File: src/rtl/seq_control_unit.sv
// Control sequencer for the simple CPU datapath; steps T0..T3 and drives bus/register enables.
// Latency: fetch to done is 1 cycle (NOP/MV/MVI/MVNZ/illegal) or 3 cycles (ADD/SUB/AND).
// Backpressure: none; run is sampled only in T0 and IR must stay stable until done.
module seq_control_unit #(
    parameter  int REG_ADDR_W = 3,
    localparam int NUM_REGS   = 2**REG_ADDR_W,
    localparam int IR_W       = 3 + 2*REG_ADDR_W
) (
    input  logic                  clock,
    input  logic                  reset,
    input  logic                  run,
    input  logic [IR_W-1:0]       IR,
    input  logic                  g_nz,
    output logic                  IRin,
    output logic                  DINout,
    output logic [NUM_REGS-1:0]   Rout,
    output logic [NUM_REGS-1:0]   Rin,
    output logic                  Gout,
    output logic                  Gin,
    output logic                  Ain,
    output logic [1:0]            alu_op,
    output logic                  done,
    output logic [1:0]            step,
    output logic                  illegal
);

    typedef enum logic [1:0] {T0 = 2'd0, T1 = 2'd1, T2 = 2'd2, T3 = 2'd3} state_t;

    localparam logic [2:0] OP_NOP  = 3'b000;
    localparam logic [2:0] OP_MV   = 3'b001;
    localparam logic [2:0] OP_ADD  = 3'b010;
    localparam logic [2:0] OP_SUB  = 3'b011;
    localparam logic [2:0] OP_MVI  = 3'b100;
    localparam logic [2:0] OP_AND  = 3'b101;
    localparam logic [2:0] OP_MVNZ = 3'b110;
    localparam logic [2:0] OP_ILL  = 3'b111;

    state_t state, state_nxt;

    logic [2:0]            opcode;
    logic [REG_ADDR_W-1:0] x_sel, y_sel;
    logic [NUM_REGS-1:0]   x_hot, y_hot;
    logic                  is_alu;

    assign opcode = IR[IR_W-1 -: 3];
    assign x_sel  = IR[2*REG_ADDR_W-1 -: REG_ADDR_W];
    assign y_sel  = IR[REG_ADDR_W-1:0];
    assign x_hot  = {{(NUM_REGS-1){1'b0}}, 1'b1} << x_sel;
    assign y_hot  = {{(NUM_REGS-1){1'b0}}, 1'b1} << y_sel;
    assign is_alu = (opcode == OP_ADD) || (opcode == OP_SUB) || (opcode == OP_AND);

    always_ff @(posedge clock) begin
        if (reset) state <= T0;
        else       state <= state_nxt;
    end

    always_comb begin
        state_nxt = state;
        case (state)
            T0: state_nxt = run ? T1 : T0;
            T1: state_nxt = is_alu ? T2 : T0;
            T2: state_nxt = T3;
            T3: state_nxt = T0;
        endcase
    end

    always_comb begin
        IRin    = 1'b0;
        DINout  = 1'b0;
        Rout    = '0;
        Rin     = '0;
        Gout    = 1'b0;
        Gin     = 1'b0;
        Ain     = 1'b0;
        alu_op  = 2'b00;
        done    = 1'b0;
        step    = 2'b00;
        illegal = 1'b0;
        // Reset masks every output, including the step indicator.
        if (!reset) begin
            step = state;
            case (state)
                T0: IRin = run;
                T1: begin
                    case (opcode)
                        OP_NOP: done = 1'b1;
                        OP_MV: begin
                            Rout = y_hot;
                            Rin  = x_hot;
                            done = 1'b1;
                        end
                        OP_MVI: begin
                            DINout = 1'b1;
                            Rin    = x_hot;
                            done   = 1'b1;
                        end
                        OP_MVNZ: begin
                            Rout = g_nz ? y_hot : '0;
                            Rin  = g_nz ? x_hot : '0;
                            done = 1'b1;
                        end
                        OP_ADD, OP_SUB, OP_AND: begin
                            Rout = x_hot;
                            Ain  = 1'b1;
                        end
                        OP_ILL: begin
                            done    = 1'b1;
                            illegal = 1'b1;
                        end
                    endcase
                end
                T2: begin
                    Rout = y_hot;
                    Gin  = 1'b1;
                    case (opcode)
                        OP_ADD:  alu_op = 2'b01;
                        OP_SUB:  alu_op = 2'b10;
                        OP_AND:  alu_op = 2'b11;
                        default: alu_op = 2'b00;
                    endcase
                end
                T3: begin
                    Gout = 1'b1;
                    Rin  = x_hot;
                    done = 1'b1;
                end
            endcase
        end
    end

endmodule

File: config.mk
export PLATFORM = sky130hd
export DESIGN_NAME = seq_control_unit
export DESIGN_NICKNAME = d
export VERILOG_FILES = /design/src/rtl/seq_control_unit.sv
export SDC_FILE = /design/constraint.sdc
export NUM_CORES = 1
export LEC_CHECK = 0
export ABC_CLOCK_PERIOD_IN_PS = 2950
export BUFFER_PORTS_ARGS = -buffer_cell sky130_fd_sc_hd__buf_2
export CAP_MARGIN = 25
export CORE_MARGIN = 2
export CORE_UTILIZATION = 44
export CTS_CLUSTER_DIAMETER = 120
export DETAILED_ROUTE_END_ITERATION = 8
export GPL_TIMING_DRIVEN = 0
export PLACE_DENSITY = 0.83
export SETUP_SLACK_MARGIN = 0.4
export SYNTH_ARGS = -nofsm -noshare
export SYNTH_HDL_FRONTEND = slang
export SYNTH_SLANG_ARGS = --single-unit
File: constraint.sdc
create_clock -name clock -period 2.95 [get_ports clock]
set_input_delay 0.885 -clock clock [delete_from_list [all_inputs] [get_ports clock]]
set_output_delay 0.885 -clock clock [all_outputs]
set_load 0.05 [all_outputs]
==> results.ini, run 1 <==
[clocking]
cts_hold_buf=0
cts_resized=74
clock_sinks=2
post_cts_buffers=11
numCtsBuffers=3
htreeDepth=1
clk_path_buf_depth=2
cts_root_buf=clkbuf_4

[synth]
syn-cell-area_um2=619
yosysSeqAreaShare=0.0646
syn-instance-count=95
synth_simple_gate_area_frac=0.523
yosysUniqueCellTypes=37
synth_mux_area_frac=0
synth_top_family_by_area=simple AND/OR/NAND/NOR gates
synth-compound-area-share=0.281
synth_xor_area_frac=0
synth.top_cells.by_area=ha_1 (8.1%), nand2b_1 (7.1%), nor2_1 (6.7%)
synth_top_area_frac=0.0808
synth_fa_ha_area_frac=0.0808
synth_nets=112
syn_avg_cell_area_um2=6.52
ys_seq_elements=2
synth.largest_area_cell=ha_1
ys_warn_count=0

[floorplanning]
row_count=13
start_util=0.476
fp.dieH_um=41.5
die_w_um=41.5
pin_count=40

[placement]
place_ws_ps=-244
dpl.hpwl_um=1670
gp_congestion=0.766
port_buffers=38

[status]
lastStage=4_1_cts
error=[ERROR DPL-0038] Utilization greater than 100%, impossible to legalize
status=did not finish

==> kinds of logic after synthesis <==
logic type	count (synthesis)
AOI/OAI and AO/OA	25
adders and majority gates	4
buffers and inverters	8
DFF	2
and+or+nand+nor	56
==> per-stage QoR <==
| stage | std cells | instance area, um2 |
|---|---|---|
| after floorplan | 95 | 936 |
| after global placement | 148 | 1140 |
| after detailed placement | 148 | 1140 |
==> cell usage after synthesis <==
cell type / number
dfxtp_1: 2
nand2b_1: 7
nand2_1: 7
and2b_1: 2
nor2_1: 11
a21oi_1: 5
and2_1: 1
or4_1: 1
a22oi_1: 2
o32ai_1: 3
ha_1: 4
buf_2: 1
o21ai_1: 1
o21ai_2: 1
nor3_1: 3
nor4_1: 1
o22ai_1: 4
a31oi_1: 1
nor3b_1: 4
a21boi_1: 1
inv_1: 5
and3b_1: 2
nand3_1: 4
o21a_1: 1
or3b_4: 1
clkbuf_1: 2
a21oi_2: 1
o21bai_1: 1
nand4_1: 1
o21ai_0: 1
nand3b_1: 1
and3_1: 2
a32oi_1: 3
nor2b_2: 1
nand4b_1: 2
or3_1: 1
nor2b_1: 4
==> run 2, diff against run 1 <==
CORE_AREA = 2 2 63 65   (was default)
CORE_MARGIN = default   (was 2)
CORE_UTILIZATION = default   (was 44)
CTS_CLUSTER_DIAMETER = default   (was 120)
DIE_AREA = 0 0 65 67   (was default)
PLACE_DENSITY = default   (was 0.83)
PLACE_DENSITY_LB_ADDON = 0.15   (was default)
SETUP_SLACK_MARGIN = default   (was 0.4)
==> results.ini, run 2 <==
[layout]
regArea_um2=40.0
final_common_cell=buf_2
finalNetCount=160
num_antenna_cells=0
syn_to_final_growth_pct=119
final_cell_mix=buf_2 (18), buf_6 (13), nor2_1 (9), buf_4 (9)
drive_above_1_share=0.603
fillers=395
multiInputGateArea_um2=825

[clocking]
clk_path_buf_depth=2  ; unchanged
cts_hold_buf=0  ; unchanged
clock_sinks=2  ; unchanged
htreeDepth=1  ; unchanged
clkTransAtPathRegs_ps=30
numCtsBuffers=3  ; unchanged
cts_tree=yes
clk_latency_ps=210
cts_root_buf=clkbuf_8  ; was clkbuf_4

[synth]
synth_nets=112  ; unchanged
synth_mux_area_frac=0  ; unchanged
synth_fa_ha_area_frac=0.0808  ; unchanged
syn-cell-area_um2=619  ; unchanged
yosys.cell_count.top_type=nor2_1  ; unchanged
synth_top_family_by_area=simple AND/OR/NAND/NOR gates  ; unchanged
synthArstFlopShare=0  ; unchanged
synth.largest_area_cell=ha_1  ; unchanged
yosysSeqAreaShare=0.0646  ; unchanged
synth.top_cells.by_count=nor2_1 (11), nand2_1 (7), nand2b_1 (7)  ; unchanged
syn_avg_cell_area_um2=6.52  ; unchanged
synth-compound-area-share=0.281  ; unchanged
synth.top_cells.by_area=ha_1 (8.1%), nand2b_1 (7.1%), nor2_1 (6.7%)  ; unchanged
yosysUniqueCellTypes=37  ; unchanged
synth_top_area_frac=0.0808  ; unchanged
synth_xor_area_frac=0  ; unchanged
synth_simple_gate_area_frac=0.523  ; unchanged
ys_warn_count=0  ; unchanged
syn-instance-count=95  ; unchanged
ys_seq_elements=2  ; unchanged
yosys_most_used_dff=dfxtp_1  ; unchanged
synth-edff-count=0  ; unchanged

[floorplanning]
die_area_um2=4360
core-area_um2=3610
die_w_um=65  ; was 41.5 um
fp.dieH_um=67  ; was 41.5 um
row_count=22  ; was 13
pin_count=40  ; unchanged
start_util=0.172  ; was 0.476

[critical_path]
slowest_delay_ps=400
crit_end=Rin[2]
critical_path_required_ps=2070
crit_chain=buf_8, or3b_4, o21ai_4, a21oi_4, and3b_2, buf_8
crit_start=IR[6]
r2r_start=state[0]
crit_slowest_cell=a21oi_4
cp_data_arrival_time_ps=2140
r2r_slack_ps=1670
crit_type=input pin to output port
critPathMaxFanout=8
crit_path_end_kind=output port
crit_path_start_kind=input pin
r2r_end=state[0]
crit_top_cell=buf_8
r2r_cells=6

[grt]
first_global_vias=885
antenna_found_initial=0
grt_usage=0.119
grt_max_degree=11
grt-ovfl-total=0
grt_pass1_wl_um=4080

[detailed_routing]
drt-total-wl_um=2510
drc=0
viasPerCell=4.68
drt_iter0_drc=24
wl_per_cell_um=13.3
vias=884
first_pass_iters=4
antenna_left=0

[power]
power_per_cell_area_nw_per_um2=184
vdd_ir_drop_max_uv=145
leakage_nw=0.550

[timing]
max_freq_ghz=0.331
rsz0062_at_grt=yes
finalCritPeriodShare=1.02
fin_crit_ps=3020
slew_viol_final=0
worst_pin_slew_ps=463
fin_hold_ws_ps=587
setup_viol=3
fin_skew_ps=0.593
layout_setup_ws_ps=-71.4
finalHoldViolations=0
slew_headroom=0.690
fin_setup_tns_ps=-128

[placement]
gp_congestion=0.753  ; was 0.766
port_buffers=38  ; unchanged
dpl.hpwl_um=1950  ; was 1670 um
place_ws_ps=-212  ; was -244 ps

[status]
violations=setup timing
status=finished with violations  ; was did not finish

[min_path]
hold_depth=3
hold_path.class=flip-flop to flip-flop

[flow_run]
cap_violations=0

-- run 2: how the worst min path moves through the flow --
stage,start,endpoint,slack (ps)
6_report,state[0],flip-flop,590
5_1_grt,state[0],flip-flop,650
4_1_cts,state[0],flip-flop,590
3_5_place_dp,state[0],flip-flop,580
3_3_place_gp,state[0],flip-flop,580
2_1_floorplan,state[0],flip-flop,540
-- run 2: worst max-delay path, delay by kind of cell --
family | cells | cell delay [ps]
AO/OA/AOI/OAI | 2 | 470
buffers and inverters | 2 | 250
AND/OR/NAND/NOR | 2 | 540
-- run 2: metrics by stage --
step	std cells	util	total power [mW]	instance area, um2
floorplan	95	-	0.0935	833
global placement	181	0.300	0.123	1080
detailed placement	181	0.300	0.124	1080
CTS	189	0.361	0.248	1300
global route	189	0.377	0.262	1360
finish	189	0.377	0.250	1360
-- run 2: cell type report --
| type | count | share of cell area |
|---|---|---|
| Clock buffer | 3 | 0.0304 |
| Inverter | 5 | 0.0138 |
| Sequential cell | 2 | 0.0295 |
| Timing Repair Buffer | 43 | 0.257 |
| Tap cell | 48 | 0.0442 |
| Buffer | 3 | 0.0184 |
| Multi-Input combinational cell | 85 | 0.607 |
-- run 2: cell families (layout without fill, tap and decap cells) --
logic type      Yosys count  in the layout
buf+inv                   8             54
flops                     2              2
compound gates           25             25
simple gates             56             56
fa+ha+maj                 4              4
-- run 2: power by group --
group          switching [mW]  total [mW]  leakage [nW]  internal, mW
combinational          0.0721       0.114         0.512        0.0420
sequential            0.00115      0.0294        0.0164        0.0283
clock                  0.0199       0.106        0.0216        0.0861
-- run 2: timing repair --
item	4_1_cts	5_1_grt
buffers inserted	5	0
endpoints found under the setup margin	16	16
gates resized for setup	43	18
pin swaps	5	6
-- run 2: per-layer routing --
layer,vias up,global-route usage,share of wire
met5,-,0,0
met4,0,0.0372,0
met3,0,0.00845,0.042
met2,23,0.197,0.49
met1,412,0.163,0.47
li1,449,-,-
Power figures use the tool's default switching activity.
==> run 3, diff against run 2 <==
BUFFER_PORTS_ARGS = default   (was -buffer_cell sky130_fd_sc_hd__buf_2)
DONT_BUFFER_PORTS = 1   (was default)
==> results.ini, run 3 (same netlist as run 2, synthesis figures left out) <==
[layout]
finalNonFillerCells=154  ; was 189
syn_to_final_growth_pct=77.8  ; was 119%
final_cell_mix=nor2_1 (10), buf_4 (7), inv_1 (5), nand2b_1 (5), nand2_1 (5)  ; was buf_2 (18), buf_6 (13), nor2_1 (9), buf_4 (9)
drive_above_1_share=0.500  ; was 0.603
regArea_um2=40.0  ; unchanged
final_common_cell=nor2_1  ; was buf_2
multiInputGateArea_um2=847  ; was 825 um2
num_antenna_cells=0  ; unchanged
fillers=388  ; was 395
finalNetCount=125  ; was 160

[grt]
grt_usage=0.119  ; about the same
first_global_vias=785  ; was 885
grt_max_degree=11  ; unchanged
antenna_found_initial=0  ; unchanged
grt-ovfl-total=0  ; unchanged
grt_pass1_wl_um=4030  ; was 4080 um

[critical_path]
crit_start=reset  ; was IR[6]
critical_path_required_ps=2070  ; about the same
r2r_slack_ps=1420  ; was 1670 ps
r2r_end=state[0]  ; unchanged
r2r_start=state[0]  ; unchanged
crit_cells=5  ; was 6
slowest_delay_ps=500  ; was 400 ps
crit_family=simple AND/OR/NAND/NOR gates  ; unchanged
path_buf_inv=2  ; unchanged
crit_path_start_kind=input pin  ; unchanged
r2r_cells=5  ; was 6
crit_end=Rout[1]  ; was Rin[2]
crit_type=input pin to output port  ; unchanged
crit_slowest_cell=o32ai_4  ; was a21oi_4
cp_data_arrival_time_ps=2170  ; was 2140 ps
crit_chain=buf_12, nor2b_4, nand2_2, buf_6, o32ai_4  ; was buf_8, or3b_4, o21ai_4, a21oi_4, and3b_2, buf_8
crit_path_end_kind=output port  ; unchanged
critPathMaxFanout=5  ; was 8

[timing]
worst_pin_slew_ps=900  ; was 463 ps
layout_setup_ws_ps=-102  ; was -71.4 ps
fin_hold_ws_ps=582  ; was 587 ps
slew_viol_final=0  ; unchanged
fin_crit_ps=3050  ; was 3020 ps
setup_viol=8  ; was 3
finalCritPeriodShare=1.03  ; was 1.02
fin_skew_ps=0.949  ; was 0.593 ps
slew_headroom=0.398  ; was 0.690
rsz0062_at_grt=yes  ; unchanged
max_freq_ghz=0.328  ; was 0.331 GHz
finalHoldViolations=0  ; unchanged

[detailed_routing]
antenna_left=0  ; unchanged
wl_per_cell_um=15.7  ; was 13.3 um
viasPerCell=4.93  ; was 4.68
drc=0  ; unchanged
first_pass_iters=4  ; unchanged
drt-total-wl_um=2430  ; was 2510 um
drt_iter0_drc=19  ; was 24
vias=759  ; was 884

[placement]
port_buffers=0  ; was 38
dp_cells=143  ; was 181
dpl.hpwl_um=1910  ; was 1950 um
gp_congestion=0.740  ; was 0.753

[power]
intPower_mw=0.148  ; was 0.156 mW
leakage_nw=0.345  ; was 0.550 nW
p_comb_frac=0.401  ; was 0.457
p_seq_frac=0.128  ; was 0.118
power_per_cell_area_nw_per_um2=209  ; was 184 nW/um2
finalPower_mw=0.230  ; was 0.250 mW
power_frac_clock=0.470  ; was 0.425
switching_share=0.355  ; was 0.373
vdd_ir_drop_max_uv=220  ; was 145 uV
power_switching_mw=0.0816  ; was 0.0931 mW

[flow_run]
cap_violations=0  ; unchanged

[status]
violations=setup timing  ; unchanged
status=finished with violations  ; unchanged

[floorplanning]
core-area_um2=3610  ; unchanged
pin_count=40  ; unchanged
start_util=0.172  ; unchanged
die_w_um=65  ; unchanged
die_area_um2=4360  ; unchanged
row_count=22  ; unchanged
fp.dieH_um=67  ; unchanged

[clocking]
clk_latency_ps=210  ; about the same
htreeDepth=1  ; unchanged
numCtsBuffers=3  ; unchanged
clk_path_buf_depth=2  ; unchanged
clkTransAtPathRegs_ps=30  ; about the same
cts_tree=yes  ; unchanged
clock_sinks=2  ; unchanged
cts_root_buf=clkbuf_8  ; unchanged

[min_path]
hold_path.class=flip-flop to flip-flop  ; unchanged

## run 3: cell types whose count changed in the layout (fill, tap and decap cells not counted), moves of 3 or more
| cell | before | now |
|---|---|---|
| o22ai_2 | 3 | 0 |
| buf_6 | 13 | 1 |
| o22ai_4 | 0 | 3 |
| buf_8 | 4 | 0 |
| buf_2 | 18 | 0 |
## run 3: power groups by stage
stage	combinational, mW	clock, mW	sequential [mW]
5_1_grt	0.0991	0.113	0.0297
3_3_place_gp	0.0743	0	0.0298
2_1_floorplan	0.0639	0	0.0295
6_report	0.0922	0.108	0.0295
3_5_place_dp	0.0745	0	0.0298
4_1_cts	0.0821	0.112	0.0294
## run 3: metrics by stage
step	setup WS, ps	utilization	instance area (um2)	TNS, ps
floorplan	-56.3	-	833	-73.7
global placement	-153	0.248	893	-956
detailed placement	-168	0.248	893	-1030
CTS	-121	0.280	1010	-740
global route	-162	0.305	1100	-733
finish	-102	0.305	1100	-400
## run 3: what timing repair did
item / in CTS / in global routing
gates resized for setup: 10 / 17
endpoints found under the hold margin: 0 / 0
endpoints found under the setup margin: 14 / 16
buffers inserted: 4 / 4
hold buffers: 0 / 0
pin swaps: 4 / 7
## run 3: worst min-delay path by stage
stage | startpoint | end | cells past startpoint
floorplan | state[0] | flip-flop | 2
CTS | state[0] | flip-flop | 2
finish | state[0] | flip-flop | 2
global route | state[0] | flip-flop | 2
global placement | state[0] | flip-flop | 3
detailed placement | state[0] | flip-flop | 2
## run 3: final cells by class
| type | count | area share |
|---|---|---|
| multi-input cells | 85 | 0.769 |
| clock buffers | 3 | 0.0375 |
| plain buffers | 3 | 0.0273 |
| repair buffers | 8 | 0.0580 |
| well taps | 48 | 0.0545 |
| flip-flops and latches | 2 | 0.0364 |
| inverters | 5 | 0.0170 |
## run 3: worst register-to-register path: cells and delay by family, from the launching register on
family                   cells  cell delay (ps)
adder cells (fa/ha/maj)      1              210
buffers and inverters        2              290
AND/OR/NAND/NOR              1              460
flip-flops                   1              340
AO/OA/AOI/OAI                1              170
## run 3: routing by layer
metal	global-route usage	routed length, um
met3	0.0236	145
met5	0	0
met2	0.207	1140
met4	0.0372	12
met1	0.146	1130
==> run 4, diff against run 3 <==
ABC_CLOCK_PERIOD_IN_PS = 3800   (was 2950)
GPL_TIMING_DRIVEN = default   (was 0)
RECOVER_POWER = 100   (was default)
clock period = 3.8 ns   (was 2.95 ns; I/O delays follow)
==> results.ini, run 4 (same netlist as run 2, synthesis figures left out) <==
[floorplanning]
core-area_um2=3610  ; unchanged
row_count=22  ; unchanged
start_util=0.172  ; unchanged
die_area_um2=4360  ; unchanged
fp.dieH_um=67  ; unchanged
pin_count=40  ; unchanged
die_w_um=65  ; unchanged

[detailed_routing]
first_pass_iters=4  ; unchanged
vias=831  ; was 759
drt_iter0_drc=33  ; was 19
drt-total-wl_um=2310  ; was 2430 um
drc=0  ; unchanged
viasPerCell=4.92  ; was 4.93
antenna_left=0  ; unchanged
wl_per_cell_um=13.6  ; was 15.7 um

[layout]
num_antenna_cells=0  ; unchanged
finalNonFillerCells=169  ; was 154
syn_to_final_growth_pct=54.1  ; was 77.8%
final_util=0.265  ; was 0.305
design_area_um2=955  ; was 1100 um2
final_common_cell=nor2_1  ; unchanged
drive_above_1_share=0.264  ; was 0.500
final_cell_mix=nor2_1 (11), clkbuf_2 (8), clkbuf_1 (8), nand2b_1 (7), nand2_1 (7)  ; was nor2_1 (10), buf_4 (7), inv_1 (5), nand2b_1 (5), nand2_1 (5)
finalNetCount=140  ; was 125

[power]
power_per_cell_area_nw_per_um2=159  ; was 209 nW/um2
p_seq_frac=0.150  ; was 0.128
p_comb_frac=0.297  ; was 0.401
switching_share=0.313  ; was 0.355
leakage_nw=0.349  ; was 0.345 nW
power_frac_clock=0.553  ; was 0.470
power_switching_mw=0.0476  ; was 0.0816 mW
vdd_ir_drop_max_uv=240  ; was 220 uV
intPower_mw=0.104  ; was 0.148 mW

[timing]
fin_crit_ps=3570
setup_viol=0  ; was 8
fin_setup_tns_ps=0  ; was -400 ps
rsz0062_at_grt=no  ; was yes
worst_pin_slew_ps=710  ; was 900 ps
fin_hold_ws_ps=570  ; was 582 ps
max_freq_ghz=0.280
finalCritPeriodShare=0.940
fin_skew_ps=2.33  ; was 0.949 ps
finalHoldViolations=0  ; unchanged
slew_headroom=0.526  ; was 0.398
slew_viol_final=0  ; unchanged

[clocking]
clock_sinks=2  ; unchanged
post_cts_buffers=0  ; was 4
clk_path_buf_depth=2  ; unchanged
numCtsBuffers=3  ; unchanged
cts_resized=0  ; was 10
htreeDepth=1  ; unchanged
clkTransAtPathRegs_ps=30  ; about the same
cts_root_buf=clkbuf_8  ; unchanged
cts_hold_buf=0  ; unchanged
clk_latency_ps=210  ; about the same
cts_tree=yes  ; unchanged

[critical_path]
crit_path_start_kind=input pin  ; unchanged
critPathMaxFanout=9  ; was 5
critical_path_required_ps=2660  ; was 2070 ps
crit_type=input pin to output port  ; unchanged
slowest_delay_ps=410  ; was 500 ps
crit_path_end_kind=output port  ; unchanged
path_buf_inv=1  ; was 2
crit_family=compound AO/OA/AOI/OAI gates  ; was simple AND/OR/NAND/NOR gates
crit_slowest_cell=or3b_4  ; was o32ai_4
crit_chain=or3b_4, a21oi_1, a22oi_1, o21ai_0, buf_12  ; was buf_12, nor2b_4, nand2_2, buf_6, o32ai_4
cp_data_arrival_time_ps=2430  ; was 2170 ps

[placement]
dp_cells=166  ; was 143
gp_congestion=0.776  ; was 0.740
port_buffers=0  ; unchanged
placed_area_um2=998  ; was 893 um2
dpl.hpwl_um=1880  ; was 1910 um

[grt]
antenna_found_initial=0  ; unchanged
grt_pass1_wl_um=3750  ; was 4030 um
grt_usage=0.109  ; was 0.119
grt_max_degree=13  ; was 11
first_global_vias=830  ; was 785
grt-ovfl-total=0  ; unchanged

[flow_run]
cap_violations=0  ; unchanged

[min_path]
hold_path.class=flip-flop to flip-flop  ; unchanged

[status]
status=completed  ; was finished with violations

## run 4: area by class of cell
| cell class | instances | area, um2 |
|---|---|---|
| fillers | 407 | 2650 |
| multi-input cells | 85 | 599 |
| repair buffers | 26 | 195 |
| well taps | 48 | 60.1 |
| clock buffers | 3 | 41.3 |
| flip-flops and latches | 2 | 40.0 |
| inverters | 5 | 18.8 |
## run 4: final timing paths
path,slack [ps],start,to,depth (start not counted)
max,230,IR[7],Rout[0],5
min,570,state[0],flip-flop,2
max reg2reg,2010,state[0],state[0],6
min reg2reg,570,state[0],flip-flop,2
## run 4: tightest hold or removal path, cell delays in order (launching register included)
cell and delay [ps]:
dfxtp_1 330, a31oi_1 140, nor2_1 50
## run 4: metrics by stage
step / power, mW / setup WS, ps
finish: 0.152 / 228
global route: 0.160 / 176
CTS: 0.157 / 394
detailed placement: 0.0706 / 397
global placement: 0.0706 / 407
floorplan: 0.0646 / -388
## run 4: power groups by stage
stage / logic [mW] / registers (mW) / clock network [mW]
finish: 0.0451 / 0.0229 / 0.0840
global route: 0.0491 / 0.0230 / 0.0882
CTS: 0.0478 / 0.0229 / 0.0862
detailed placement: 0.0475 / 0.0231 / 0
global placement: 0.0475 / 0.0231 / 0
floorplan: 0.0416 / 0.0229 / 0
## run 4: per-layer routing
metal | global-route usage | share of wire | vias to the layer above
met4 | 0.0426 | 0.015 | 0
met1 | 0.135 | 0.46 | 386
li1 | - | - | 408
met3 | 0.0186 | 0.063 | 4
met5 | 0 | 0 | -
met2 | 0.187 | 0.46 | 33
